--- config.mk ---
export PLATFORM = sky130hd
export DESIGN_NAME = johnson_phase_decoder
export DESIGN_NICKNAME = d
export VERILOG_FILES = /design/src/rtl/johnson_pkg.sv /design/src/rtl/johnson_decode.sv /design/src/rtl/johnson_phase_decoder.sv
export SDC_FILE = /design/constraint.sdc
export NUM_CORES = 1
export LEC_CHECK = 0
export ABC_AREA = 1
export CAP_MARGIN = 10
export CORE_ASPECT_RATIO = 1.2
export CORE_UTILIZATION = 55
export CTS_CLUSTER_DIAMETER = 100
export DETAILED_ROUTE_END_ITERATION = 6
export GPL_ROUTABILITY_DRIVEN = 0
export PLACE_DENSITY = 0.85
export SYNTH_ARGS = -nofsm -noshare
export SYNTH_HDL_FRONTEND = slang
export SYNTH_HIERARCHICAL = 1
export SYNTH_SLANG_ARGS = --single-unit
--- constraint.sdc ---
create_clock -name clk -period 12.7 [get_ports clk]
set_clock_uncertainty 0.15 [all_clocks]
set_input_delay 2.54 -clock clk [delete_from_list [all_inputs] [get_ports clk]]
set_output_delay 2.54 -clock clk [all_outputs]
set_load 0.01 [all_outputs]
--- src/rtl/johnson_pkg.sv ---
// Shared types and helpers for consumers of Johnson-counter codes.
// Widths up to MaxN bits are supported by the thermometer check.
package johnson_pkg;

    typedef enum logic {ACQUIRE, TRACK} jdec_state_t;

    localparam int unsigned MaxN = 64;

    function automatic int unsigned phase_width(input int unsigned n);
        return $clog2(2 * n);
    endfunction

    // True when v has the form 0...01...1 (including all-zero).
    function automatic logic is_low_therm(input logic [MaxN-1:0] v);
        return (v & (v + MaxN'(1))) == '0;
    endfunction

endpackage

--- src/rtl/johnson_decode.sv ---
// Combinational Johnson decoder: maps an N-bit code to its phase index and
// flags words that are not Johnson codewords.
module johnson_decode
    import johnson_pkg::*;
#(
    parameter int unsigned N = 8,
    localparam int unsigned PW = phase_width(N)
) (
    input  logic [N-1:0]  q,
    output logic          legal,
    output logic [PW-1:0] phase
);

    logic [N-1:0]  nq;
    logic [PW-1:0] ones;
    logic [PW:0]   upper_phase;

    assign nq = ~q;

    always_comb begin
        ones = '0;
        for (int i = 0; i < int'(N); i++) begin
            ones = ones + PW'(q[i]);
        end
    end

    // 2N may not fit in PW bits; compute one bit wider, then truncate.
    assign upper_phase = (PW + 1)'(2 * N) - {1'b0, ones};

    always_comb begin
        legal = 1'b1;
        phase = '0;
        if (q == '0) begin
            legal = 1'b1;
            phase = '0;
        end else if (q[0]) begin
            legal = is_low_therm(MaxN'(q));
            phase = ones;
        end else begin
            legal = is_low_therm(MaxN'(nq));
            phase = upper_phase[PW-1:0];
        end
    end

endmodule

--- src/rtl/johnson_phase_decoder.sv ---
// Registers the decoded Johnson phase, checks codeword legality and step
// continuity, and keeps a saturating error count with a sticky flag.
module johnson_phase_decoder
    import johnson_pkg::*;
#(
    parameter int unsigned N = 8,
    parameter int unsigned ERR_W = 8,
    localparam int unsigned PW = phase_width(N)
) (
    input  logic             clk,
    input  logic             rst,
    input  logic             in_valid,
    input  logic [N-1:0]     q_in,
    input  logic             clr_err,
    output logic             out_valid,
    output logic [PW-1:0]    phase,
    output logic [2*N-1:0]   phase_oh,
    output logic             wrap,
    output logic             illegal_code,
    output logic             skip_err,
    output logic             err_sticky,
    output logic [ERR_W-1:0] err_cnt
);

    jdec_state_t state_q, state_d;

    logic             dec_legal;
    logic [PW-1:0]    dec_phase;
    logic [PW-1:0]    step_phase;
    logic             is_hold, is_adv, at_last;
    logic             out_valid_d, wrap_d, illegal_d, skip_d, sticky_d;
    logic [PW-1:0]    phase_d;
    logic [2*N-1:0]   phase_oh_d;
    logic [ERR_W-1:0] err_cnt_d;
    logic             err_event;

    johnson_decode #(
        .N(N)
    ) u_decode (
        .q     (q_in),
        .legal (dec_legal),
        .phase (dec_phase)
    );

    assign at_last    = (phase == PW'(2 * N - 1));
    assign step_phase = at_last ? '0 : phase + PW'(1);
    assign is_hold    = (dec_phase == phase);
    assign is_adv     = (dec_phase == step_phase);

    always_ff @(posedge clk) begin
        if (rst) begin
            state_q <= ACQUIRE;
        end else begin
            state_q <= state_d;
        end
    end

    always_comb begin
        state_d = state_q;
        if (in_valid) begin
            state_d = dec_legal ? TRACK : ACQUIRE;
        end
    end

    always_comb begin
        out_valid_d = 1'b0;
        wrap_d      = 1'b0;
        illegal_d   = 1'b0;
        skip_d      = 1'b0;
        phase_d     = phase;
        phase_oh_d  = phase_oh;
        if (in_valid) begin
            if (!dec_legal) begin
                illegal_d = 1'b1;
            end else begin
                out_valid_d = 1'b1;
                phase_d     = dec_phase;
                phase_oh_d  = (2 * N)'(1) << dec_phase;
                if (state_q == TRACK) begin
                    if (is_adv) begin
                        wrap_d = at_last;
                    end else if (!is_hold) begin
                        skip_d = 1'b1;
                    end
                end
            end
        end

        // An error in the same cycle as clr_err still counts.
        err_event = illegal_d | skip_d;
        err_cnt_d = err_cnt;
        sticky_d  = err_sticky;
        if (err_event) begin
            sticky_d  = 1'b1;
            if (clr_err) begin
                err_cnt_d = ERR_W'(1);
            end else if (err_cnt != '1) begin
                err_cnt_d = err_cnt + ERR_W'(1);
            end
        end else if (clr_err) begin
            sticky_d  = 1'b0;
            err_cnt_d = '0;
        end
    end

    always_ff @(posedge clk) begin
        if (rst) begin
            out_valid    <= 1'b0;
            phase        <= '0;
            phase_oh     <= '0;
            wrap         <= 1'b0;
            illegal_code <= 1'b0;
            skip_err     <= 1'b0;
            err_sticky   <= 1'b0;
            err_cnt      <= '0;
        end else begin
            out_valid    <= out_valid_d;
            phase        <= phase_d;
            phase_oh     <= phase_oh_d;
            wrap         <= wrap_d;
            illegal_code <= illegal_d;
            skip_err     <= skip_d;
            err_sticky   <= sticky_d;
            err_cnt      <= err_cnt_d;
        end
    end

endmodule

==> qor.csv, run 1 <==
stage;metric;value;unit
outcome;status;completed;
power;total_power;335.0;uW
global_routing;grt_max_degree;28;
timing;slew_violations;0;
worst_setup_path;cp_slowest_stage_delay;0.63;ns
drt;viasPerCell;5.216;
timing;min_period;7.598;ns
yosys;yosysSeqAreaShare;32.44;%
floorplanning;core;3633;um2
worst_setup_path;crit_fanout;9;
worst_setup_path;criticalPathCategory;in -> reg;
yosys;yosysWarnings;6;
layout;drive_above_1_share;7.225;%
cts;htreeDepth;2;
placement;post-dp-hpwl;3572;um
layout;nFillCells;305;
timing;min_period_over_period;59.83;%
global_routing;grt_pass1_wl;7914;um
yosys;syn-mean-instance-area;6.948;um2
worst_setup_path;cp-start-kind;primary input;
cts;path_clk_slew;0.07;ns
global_routing;antenna_found_initial;0;
cts;clockRootBuffer;clkbuf_8;
worst_setup_path;crit_path_cell_trace;clkdlybuf4s50_1 > inv_2 > fa_1 > fa_1 > fa_1 > inv_1 > ha_1 > fa_1 > inv_1 > ha_1 > nor2_1 > nand3_1 > a21oi_1 > nand2_1 > nand3_1 > nand2_1 > nor2_1 > nand2_1 > o21bai_4 > nand2_4 > nand2_1 > nand3_1 > nand2_1 > nor2_1;
worst_setup_path;crit_slowest_cell;clkdlybuf4s50_1;
power;p_leak;1.123;nW
drt;drtIter0Drc;100;
yosys;synth.ff_latch_count;34;
yosys;muxShareOfSynthArea;0;%
global_routing;grt_pass1_vias;1849;
drt;wl_per_cell;11.75;um
min_path;hold_class;reg -> reg;
yosys;synthesis.area;2098;um2
worst_setup_path;crit_start;q_in[0];
yosys;synth_nets;328;
global_routing;overflow;0;
yosys;synth_adder_area_share;9.779;%
cts;cts_setup_buffers;0;
cts;cts_tree;built;
drt;drc_errors;0;
yosys;yosysUniqueCellTypes;33;
cts;hold_buffers;0;
floorplanning;row_count;24;
yosys;synth_compound_area_share;12.16;%
timing;finalHoldViolations;0;
layout;syn2layout_area_growth;27.97;%
cts;cts_made_buffers;5;
drt;drt_wl_total;4675;um
floorplanning;fp.dieW;58.39;um
floorplanning;start_util;57.75;%
timing;rsz0062_at_grt;no;
floorplanning;die_h;69.66;um
timing;max_freq;131.6;MHz
timing;worstMarginPinSlew;0.9775;ns
layout;num_antenna_cells;0;
yosys;synth-xor-area-share;2.087;%
timing;relSlewSlack;34.63;%
power;vdd_drop_max;0.07005;mV
floorplanning;ioPinCount;45;
floorplanning;die_area;4067;um2
cts;cts_resized;0;
yosys;synth_top_family_by_area;simple AND/OR/NAND/NOR gates;
worst_setup_path;critPathArrivalTime;7.58;ns
run;max-cap-violations;0;
drt;drt-pass1-iter-count;4;
layout;nets;371;
timing;setup_tns;0;ns
yosys;netlist_instances;302;
worst_setup_path;cp.required;12.69;ns
worst_setup_path;cp_common_cell;nand2_1;
power;p_per_area;124.8;nW/um2
cts;clk_path_buf_depth;2;
yosys;synth-simple-area-share;33.93;%
worst_setup_path;r2r_start;phase[1]$_SDFFE_PP0P_;
worst_setup_path;crit_path_end_kind;register;
min_path;min_from;phase_oh[10]$_SDFFE_PP0P_;
cts;cts_sinks;34;
layout;final_util;73.90;%
global_routing;grt_usage;25.21;%
cts;insertion_delay;0.29;ns
drt;vias;2076;
drt;ant_nets;0;
timing;setup_viol;0;
placement;portBuffers;44;
-- area by class of cell --
type | instances | area, um2 | share of cell area (%)
well taps | 52 | 65.06 | 2.423
inverters | 38 | 145.1 | 5.405
repair buffers | 44 | 440.4 | 16.40
clock inverters | 3 | 68.82 | 2.563
flip-flops and latches | 34 | 680.7 | 25.35
multi-input cells | 222 | 1216 | 45.29
clock buffers | 5 | 68.82 | 2.563
-- through the flow --
stage	std cells	setup WS (ns)	instance area, um2	hold slack [ns]
floorplan	302	6.140	2098	0.2892
global placement	390	5.017	2547	0.3064
detailed placement	390	4.792	2547	0.3085
CTS	398	5.104	2685	0.3194
global route	398	4.742	2685	0.3403
finish	398	5.102	2685	0.3165
-- worst max-delay path: cells and delay by family --
kind / cells / cell delay [ns]
buffers and inverters: 4 / 0.88
adders and majority gates: 6 / 2.40
AOI/OAI and AO/OA: 2 / 0.71
and+or+nand+nor: 12 / 1.04
-- state kept, by name, summed over array words and instances (netlist names) --
name / cells
out_valid: 1
skip_err: 1
phase: 4
state_q: 1
err_sticky: 1
wrap: 1
err_cnt: 8
phase_oh: 16
illegal_code: 1
-- kinds of logic after synthesis --
| logic type | after synthesis |
|---|---|
| DFF | 34 |
| and+or+nand+nor | 160 |
| adders and majority gates | 14 |
| AOI/OAI and AO/OA | 43 |
| xor gates and xnor gates | 5 |
| buffers and inverters | 46 |
-- worst paths after layout --
kind,to,slack [ns],depth (start not counted)
min,phase_oh[10]$_SDFFE_PP0P_,0.32,2
max,err_cnt[0]$_SDFFE_PP0P_,5.10,24
max reg2reg,err_cnt[0]$_SDFFE_PP0P_,10.71,12
min reg2reg,phase_oh[10]$_SDFFE_PP0P_,0.32,2
-- routing by layer --
metal  wire length, um  global-route usage [%]  vias to the layer above  share of wire, %
met4                66                   9.259                        0               1.4
met1              1942                   28.34                      951                42
met3               214                   4.664                        7               4.6
met5                 0                       0                        -                 0
li1                  -                       -                     1057                 -
met2              2451                   45.85                       61                52
-- synth_stat cells, drive strengths merged --
master         n  share of area, %
a211oi         1              0.36
clkbuf         3              0.54
a22oi          8               2.9
nand4          2              0.60
nor3          10               2.6
o21bai         1              0.89
buf            4               1.6
nor4           1              0.30
o21ai         10               2.6
xor2           4               1.7
xnor2          1              0.42
fa             4               3.8
dfxtp         34                32
nor3b          1              0.36
nand2         81                16
nand3         23               6.2
inv           38               6.9
ha            10               6.0
nand3b         1              0.36
dlymetal6s2s   1              0.60
a21oi         23               5.5
nor2          41               7.9
-- cells in the final DEF, fill, tap and decap left out, types with 4 or more instances in the layout --
cell	netlist	routed
fa_1	4	4
nor2_1	38	38
clkbuf_8	0	5
nand2_1	76	76
inv_1	35	35
nand3_1	20	20
xor2_1	4	4
o21ai_0	7	7
a22oi_1	8	8
clkdlybuf4s50_1	0	44
ha_1	10	10
a21oi_1	23	23
dfxtp_1	34	34
nor3_1	9	9
-- where the power goes --
group / leakage [nW] / internal [mW] / total [mW] / switching [mW]
registers: 0.275 / 0.109 / 0.111 / 0.00235
logic: 0.780 / 0.0358 / 0.104 / 0.0678
clock network: 0.0683 / 0.0786 / 0.120 / 0.0414
No activity file was read; power rests on OpenSTA's default activity.
==> run 2, diff against run 1 <==
CORE_UTILIZATION = 46   (was 55)
PLACE_DENSITY = 0.76   (was 0.85)
clock period = 6.7 ns   (was 12.7 ns; I/O delays follow)
==> qor.csv, run 2 (synthesis results as in run 1) <==
stage;metric;value;unit;change
layout;final_cells;404;;+1.5%
placement;dp.cells;396;;+1.5%
layout;regMostFlops;phase_oh;;
timing;min_period;6.086;ns;
layout;num_antenna_cells;0;;unchanged
floorplanning;core;4327;um2;+19%
power;total_power;577.4;uW;+72%
power;vdd_drop_max;0.09615;mV;+37%
worst_setup_path;rr_endpoint;err_cnt[0]$_SDFFE_PP0P_;;
cts;cts_tree;built;;
cts;path_clk_slew;0.07;ns;about the same
drt;wl_per_cell;12.32;um;+4.9%
timing;slew_violations;0;;unchanged
cts;cts_setup_buffers;0;;unchanged
min_path;whs_path_depth;2;;unchanged
worst_setup_path;r2r_start;phase[1]$_SDFFE_PP0P_;;
layout;nets;373;;+0.54%
cts;hold_buffers;0;;unchanged
cts;cts_resized;0;;unchanged
placement;portBuffers;44;;unchanged
cts;clk_path_buf_depth;2;;unchanged
outcome;status;completed;;
power;pwr-share-comb;36.5;%;+5.6 points
layout;largestRegisters;phase_oh (16), err_cnt (8), phase (4);;
worst_setup_path;crit_fanout;8;;-1
worst_setup_path;cp.required;6.69;ns;-6.00 ns
placement;post-dp-hpwl;3854;um;+7.9%
worst_setup_path;cp-start-kind;primary input;;
layout;syn2layout_area_growth;26.71;%;
timing;setup_tns;0;ns;unchanged
power;p_per_area;217.2;nW/um2;+74%
timing;setup_viol;0;;unchanged
worst_setup_path;r2r_cells;12;;unchanged
worst_setup_path;crit_path_end_kind;register;;
timing;min_period_over_period;90.84;%;
min_path;min_from;phase_oh[1]$_SDFFE_PP0P_;;
power;p_clk_share;26.9;%;-8.9 points
cts;htreeDepth;2;;unchanged
power;p_leak;1.113;nW;-0.93%
cts;clockRootBuffer;clkbuf_8;;
timing;relSlewSlack;36.48;%;+1.9 points
timing;finalHoldViolations;0;;unchanged
global_routing;grt_pass1_wl;8631;um;+9.1%
floorplanning;ioPinCount;45;;unchanged
timing;rsz0062_at_grt;no;;
power;switching_power;211.8;uW;+90%
worst_setup_path;critPathArrivalTime;6.08;ns;-1.50 ns
layout;final_cell_mix;nand2_1, clkdlybuf4s50_1, nor2_1;;
layout;nFillCells;422;;+38%
global_routing;antenna_found_initial;0;;unchanged
floorplanning;start_util;48.50;%;-9.3 points
timing;worstMarginPinSlew;0.9498;ns;-0.02775 ns
global_routing;grt_usage;22.21;%;-3.0 points
worst_setup_path;r2r_slack;4.69;ns;-6.02 ns
floorplanning;die_h;75.99;um;+9.1%
layout;fin_area;2659;um2;-0.98%
power;seqPwrFrac;36.6;%;+3.4 points
floorplanning;die_area;4837;um2;+19%
run;max-cap-violations;0;;unchanged
power;internal-power;365.5;uW;+64%
drt;ant_nets;0;;unchanged
layout;largest_reg_flops;16;;unchanged
placement;place_area;2567;um2;+0.79%
global_routing;overflow;0;;unchanged
timing;whs;0.3166;ns;+0.00006800 ns
global_routing;grt_max_degree;28;;unchanged
layout;drive_above_1_share;7.471;%;+0.25 points
floorplanning;fp.dieW;63.66;um;+9.0%
min_path;hold_class;reg -> reg;;
cts;insertion_delay;0.28;ns;about the same
cts;cts_sinks;34;;unchanged
drt;drc_errors;0;;unchanged
min_path;hold_end;phase_oh[1]$_SDFFE_PP0P_;;
worst_setup_path;criticalPathCategory;in -> reg;;
drt;vias;2063;;-0.63%
drt;drtIter0Drc;127;;+27%
drt;drt_wl_total;4979;um;+6.5%
floorplanning;row_count;26;;+8.3%
drt;drt-pass1-iter-count;4;;unchanged
cts;cts_made_buffers;5;;unchanged
global_routing;grt_pass1_vias;1910;;+3.3%
layout;final_common_cell;nand2_1;;
timing;max_freq;164.3;MHz;
power;swShare;36.69;%;+3.4 points
drt;viasPerCell;5.106;;-2.1%
-- run 2: cell types whose count changed in the layout (fill, tap and decap cells not counted) --
cell,change
buf_4,+2
bufinv_16,-2
clkbuf_1,+1
clkbuf_8,+1
clkinv_2,+1
clkinv_4,-1
-- run 2: power groups by stage --
stage	registers, mW	clock network, mW	logic, mW
after floorplan	0.217	0	0.155
after global placement	0.216	0	0.203
after detailed placement	0.216	0	0.208
after CTS	0.211	0.157	0.208
after global routing	0.212	0.167	0.238
final	0.211	0.155	0.211
-- run 2: cell type report --
type / instances / area (um2) / share of cell area [%]
timing repair buffer: 46 / 455.4 / 17.13
sequential: 34 / 680.7 / 25.60
clock inverter: 1 / 5.005 / 0.1882
inverter: 38 / 145.1 / 5.459
multi-input combinational: 222 / 1216 / 45.74
clock buffer: 7 / 86.33 / 3.247
tap: 56 / 70.07 / 2.635
-- run 2: worst max-delay path by stage --
stage | from | to | slack (ns) | depth (start not counted)
after global placement | q_in[0] | err_cnt[0]$_SDFFE_PP0P_ | 0.46 | 25
after CTS | q_in[0] | err_cnt[0]$_SDFFE_PP0P_ | 0.62 | 25
final | q_in[0] | err_cnt[0]$_SDFFE_PP0P_ | 0.61 | 25
after floorplan | q_in[0] | err_cnt[0]$_SDFFE_PP0P_ | 1.34 | 24
after global routing | q_in[0] | err_cnt[0]$_SDFFE_PP0P_ | 0.29 | 25
after detailed placement | q_in[0] | err_cnt[0]$_SDFFE_PP0P_ | 0.31 | 25
-- run 2: worst max-delay path, stage by stage --
cell and delay [ns]:
clkdlybuf4s50_1 0.61, inv_2 0.14, fa_1 0.57, fa_1 0.43, fa_1 0.50, inv_1 0.05
ha_1 0.20, fa_1 0.50, inv_1 0.06, ha_1 0.21, nor2_1 0.09, nand3_1 0.08
a21oi_1 0.14, buf_4 0.18, nand2_1 0.08, nand3_1 0.07, nand2_1 0.05, nor2_1 0.08
nand2_1 0.12, o21bai_4 0.18, nand3_2 0.10, nand2_2 0.12, nand2_1 0.06, nand2_1 0.06
nor2_1 0.04
-- run 2: through the flow --
| step | utilization (%) | worst slack [ns] |
|---|---|---|
| 2_1_floorplan | - | 1.340 |
| 3_3_place_gp | 59.34 | 0.4575 |
| 3_5_place_dp | 59.34 | 0.3079 |
| 4_1_cts | 61.45 | 0.6195 |
| 5_1_grt | 61.45 | 0.2895 |
| 6_report | 61.45 | 0.6139 |
-- run 2: metal layers --
| layer | track usage (%) | vias up | routed length (um) |
|---|---|---|---|
| met4 | 8.182 | 0 | 132 |
| met3 | 4.641 | 11 | 223 |
| li1 | - | 1061 | - |
| met1 | 26.64 | 926 | 2148 |
| met5 | 0 | - | 0 |
| met2 | 38.30 | 65 | 2475 |
==> run 3, diff against run 2 <==
CORE_ASPECT_RATIO = 2   (was 1.2)
==> qor.csv, run 3 (synthesis results as in run 1) <==
stage;metric;value;unit;change
worst_setup_path;crit_buf_inv;5;;unchanged
cts;cts_setup_buffers;0;;unchanged
worst_setup_path;crit_fanout;8;;unchanged
timing;setup_slack;0.6571;ns;+0.04321 ns
timing;setup_tns;0;ns;unchanged
cts;hold_buffers;0;;unchanged
worst_setup_path;cp_slowest_stage_delay;0.63;ns;+0.02 ns
layout;drive_above_1_share;7.736;%;+0.27 points
global_routing;grt_pass1_vias;1930;;+1.0%
worst_setup_path;cp_top_family;adder cells;;
timing;rsz0062_at_grt;no;;
timing;min_period_over_period;90.19;%;-0.64 points
cts;clockRootBuffer;clkbuf_8;;
drt;drt-pass1-iter-count;4;;unchanged
layout;final_cell_mix;nand2_1, clkdlybuf4s50_1, nor2_1;;
global_routing;grt_usage;21.52;%;-0.69 points
timing;max_freq;165.5;MHz;+0.72%
placement;place_ws;0.3515;ns;+0.04358 ns
cts;path_clk_slew;0.07;ns;about the same
power;total_power;572.2;uW;-0.89%
layout;largest_reg_flops;16;;unchanged
power;vdd_drop_max;0.1594;mV;+66%
global_routing;overflow;0;;unchanged
outcome;status;completed;;
worst_setup_path;r2r_slack;4.76;ns;+0.07 ns
drt;drtIter0Drc;44;;-65%
worst_setup_path;crit_path_cell_trace;clkdlybuf4s50_1 > inv_2 > fa_1 > fa_1 > fa_1 > inv_1 > ha_1 > fa_1 > inv_1 > ha_1 > nor2_1 > nand3_1 > a21oi_1 > buf_4 > nand2_1 > nand3_1 > nand2_1 > nor2_1 > nand2_1 > o21bai_4 > nand3_2 > nand2_2 > nand2_1 > a21oi_1;;
global_routing;grt_max_degree;28;;unchanged
cts;insertion_delay;0.28;ns;about the same
placement;portBuffers;44;;unchanged
floorplanning;fp.dieW;49.76;um;-22%
cts;cts_sinks;34;;unchanged
drt;wl_per_cell;12.09;um;-1.9%
power;p_per_area;214.8;nW/um2;-1.1%
floorplanning;die_h;97.51;um;+28%
power;p_leak;1.118;nW;+0.43%
layout;largestRegisters;phase_oh (16), err_cnt (8), phase (4);;
timing;setup_viol;0;;unchanged
timing;slew_violations;0;;unchanged
layout;nFillCells;418;;-0.95%
timing;finalHoldViolations;0;;unchanged
global_routing;grt_pass1_wl;8155;um;-5.5%
floorplanning;row_count;34;;+31%
layout;syn2layout_area_growth;26.95;%;
layout;num_antenna_cells;0;;unchanged
worst_setup_path;crit_path_end_kind;register;;
min_path;hold_class;reg -> reg;;
floorplanning;core;4339;um2;+0.29%
layout;final_util;61.39;%;-0.062 points
cts;cts_tree;built;;
drt;vias;2061;;-0.097%
timing;whs;0.3164;ns;-0.0001960 ns
timing;worstMarginPinSlew;0.8351;ns;-0.1147 ns
drt;drc_errors;0;;unchanged
timing;min_period;6.043;ns;-0.04320 ns
drt;ant_nets;0;;unchanged
cts;htreeDepth;2;;unchanged
run;max-cap-violations;0;;unchanged
layout;nets;374;;+0.27%
cts;cts_resized;0;;unchanged
drt;drt_wl_total;4871;um;-2.2%
layout;final_common_cell;nand2_1;;
cts;clk_path_buf_depth;2;;unchanged
worst_setup_path;cp-start-kind;primary input;;
drt;viasPerCell;5.114;;+0.15%
floorplanning;ioPinCount;45;;unchanged
worst_setup_path;criticalPathCategory;in -> reg;;
cts;cts_made_buffers;5;;unchanged
worst_setup_path;crit_slowest_cell;clkdlybuf4s50_1;;
worst_setup_path;critPathArrivalTime;6.11;ns;+0.03 ns
global_routing;antenna_found_initial;0;;unchanged
floorplanning;start_util;48.36;%;-0.14 points
worst_setup_path;cp.required;6.77;ns;+0.08 ns
placement;post-dp-hpwl;3912;um;+1.5%
layout;regMostFlops;phase_oh;;
floorplanning;die_area;4852;um2;+0.31%
timing;relSlewSlack;44.19;%;+7.7 points
[run 3: cell types whose count changed in the layout (fill, tap and decap cells not counted)]
| cell | previous run | this run |
|---|---|---|
| buf_4 | 2 | 3 |
[run 3: per-layer routing]
| layer | track usage [%] | up-vias | share of wire (%) |
|---|---|---|---|
| li1 | - | 1057 | - |
| met1 | 20.78 | 950 | 37 |
| met2 | 42.41 | 44 | 58 |
| met3 | 2.347 | 10 | 2.3 |
| met4 | 9.890 | 0 | 3.3 |
| met5 | 0 | - | 0 |
[run 3: stage by stage]
| stage | cell area, um2 | std cells |
|---|---|---|
| after CTS | 2664 | 403 |
| after global routing | 2664 | 403 |
| after floorplan | 2098 | 302 |
| after detailed placement | 2572 | 395 |
| after global placement | 2572 | 395 |
| final | 2664 | 403 |
[run 3: area by class of cell]
| cell class | instances | area (um2) | area share (%) |
|---|---|---|---|
| timing repair buffer | 47 | 462.9 | 17.38 |
| inverter | 38 | 145.1 | 5.449 |
| sequential | 34 | 680.7 | 25.55 |
| multi-input combinational | 222 | 1216 | 45.66 |
| clock inverter | 1 | 5.005 | 0.1879 |
| clock buffer | 7 | 86.33 | 3.241 |
| tap | 54 | 67.56 | 2.536 |
[run 3: report_power, final]
group | switching, mW | internal [mW] | leakage (nW)
Clock | 0.0699 | 0.0827 | 0.0482
Sequential | 0.00467 | 0.207 | 0.275
Combinational | 0.132 | 0.0765 | 0.794
[run 3: worst paths after layout]
| kind | start | to | cells after the start |
|---|---|---|---|
| setup / recovery | q_in[0] | err_cnt[4]$_SDFFE_PP0P_ | 24 |
| hold / removal | phase_oh[10]$_SDFFE_PP0P_ | phase_oh[10]$_SDFFE_PP0P_ | 2 |
| setup reg to reg | phase[1]$_SDFFE_PP0P_ | err_cnt[4]$_SDFFE_PP0P_ | 11 |
| hold reg to reg | phase_oh[10]$_SDFFE_PP0P_ | phase_oh[10]$_SDFFE_PP0P_ | 2 |
[run 3: worst register-to-register path: cells and delay by family (launching register included)]
kind / cells / cell delay (ns)
compound gates: 2 / 0.32
simple gates: 8 / 0.68
fa+ha+maj: 1 / 0.27
flops: 1 / 0.44
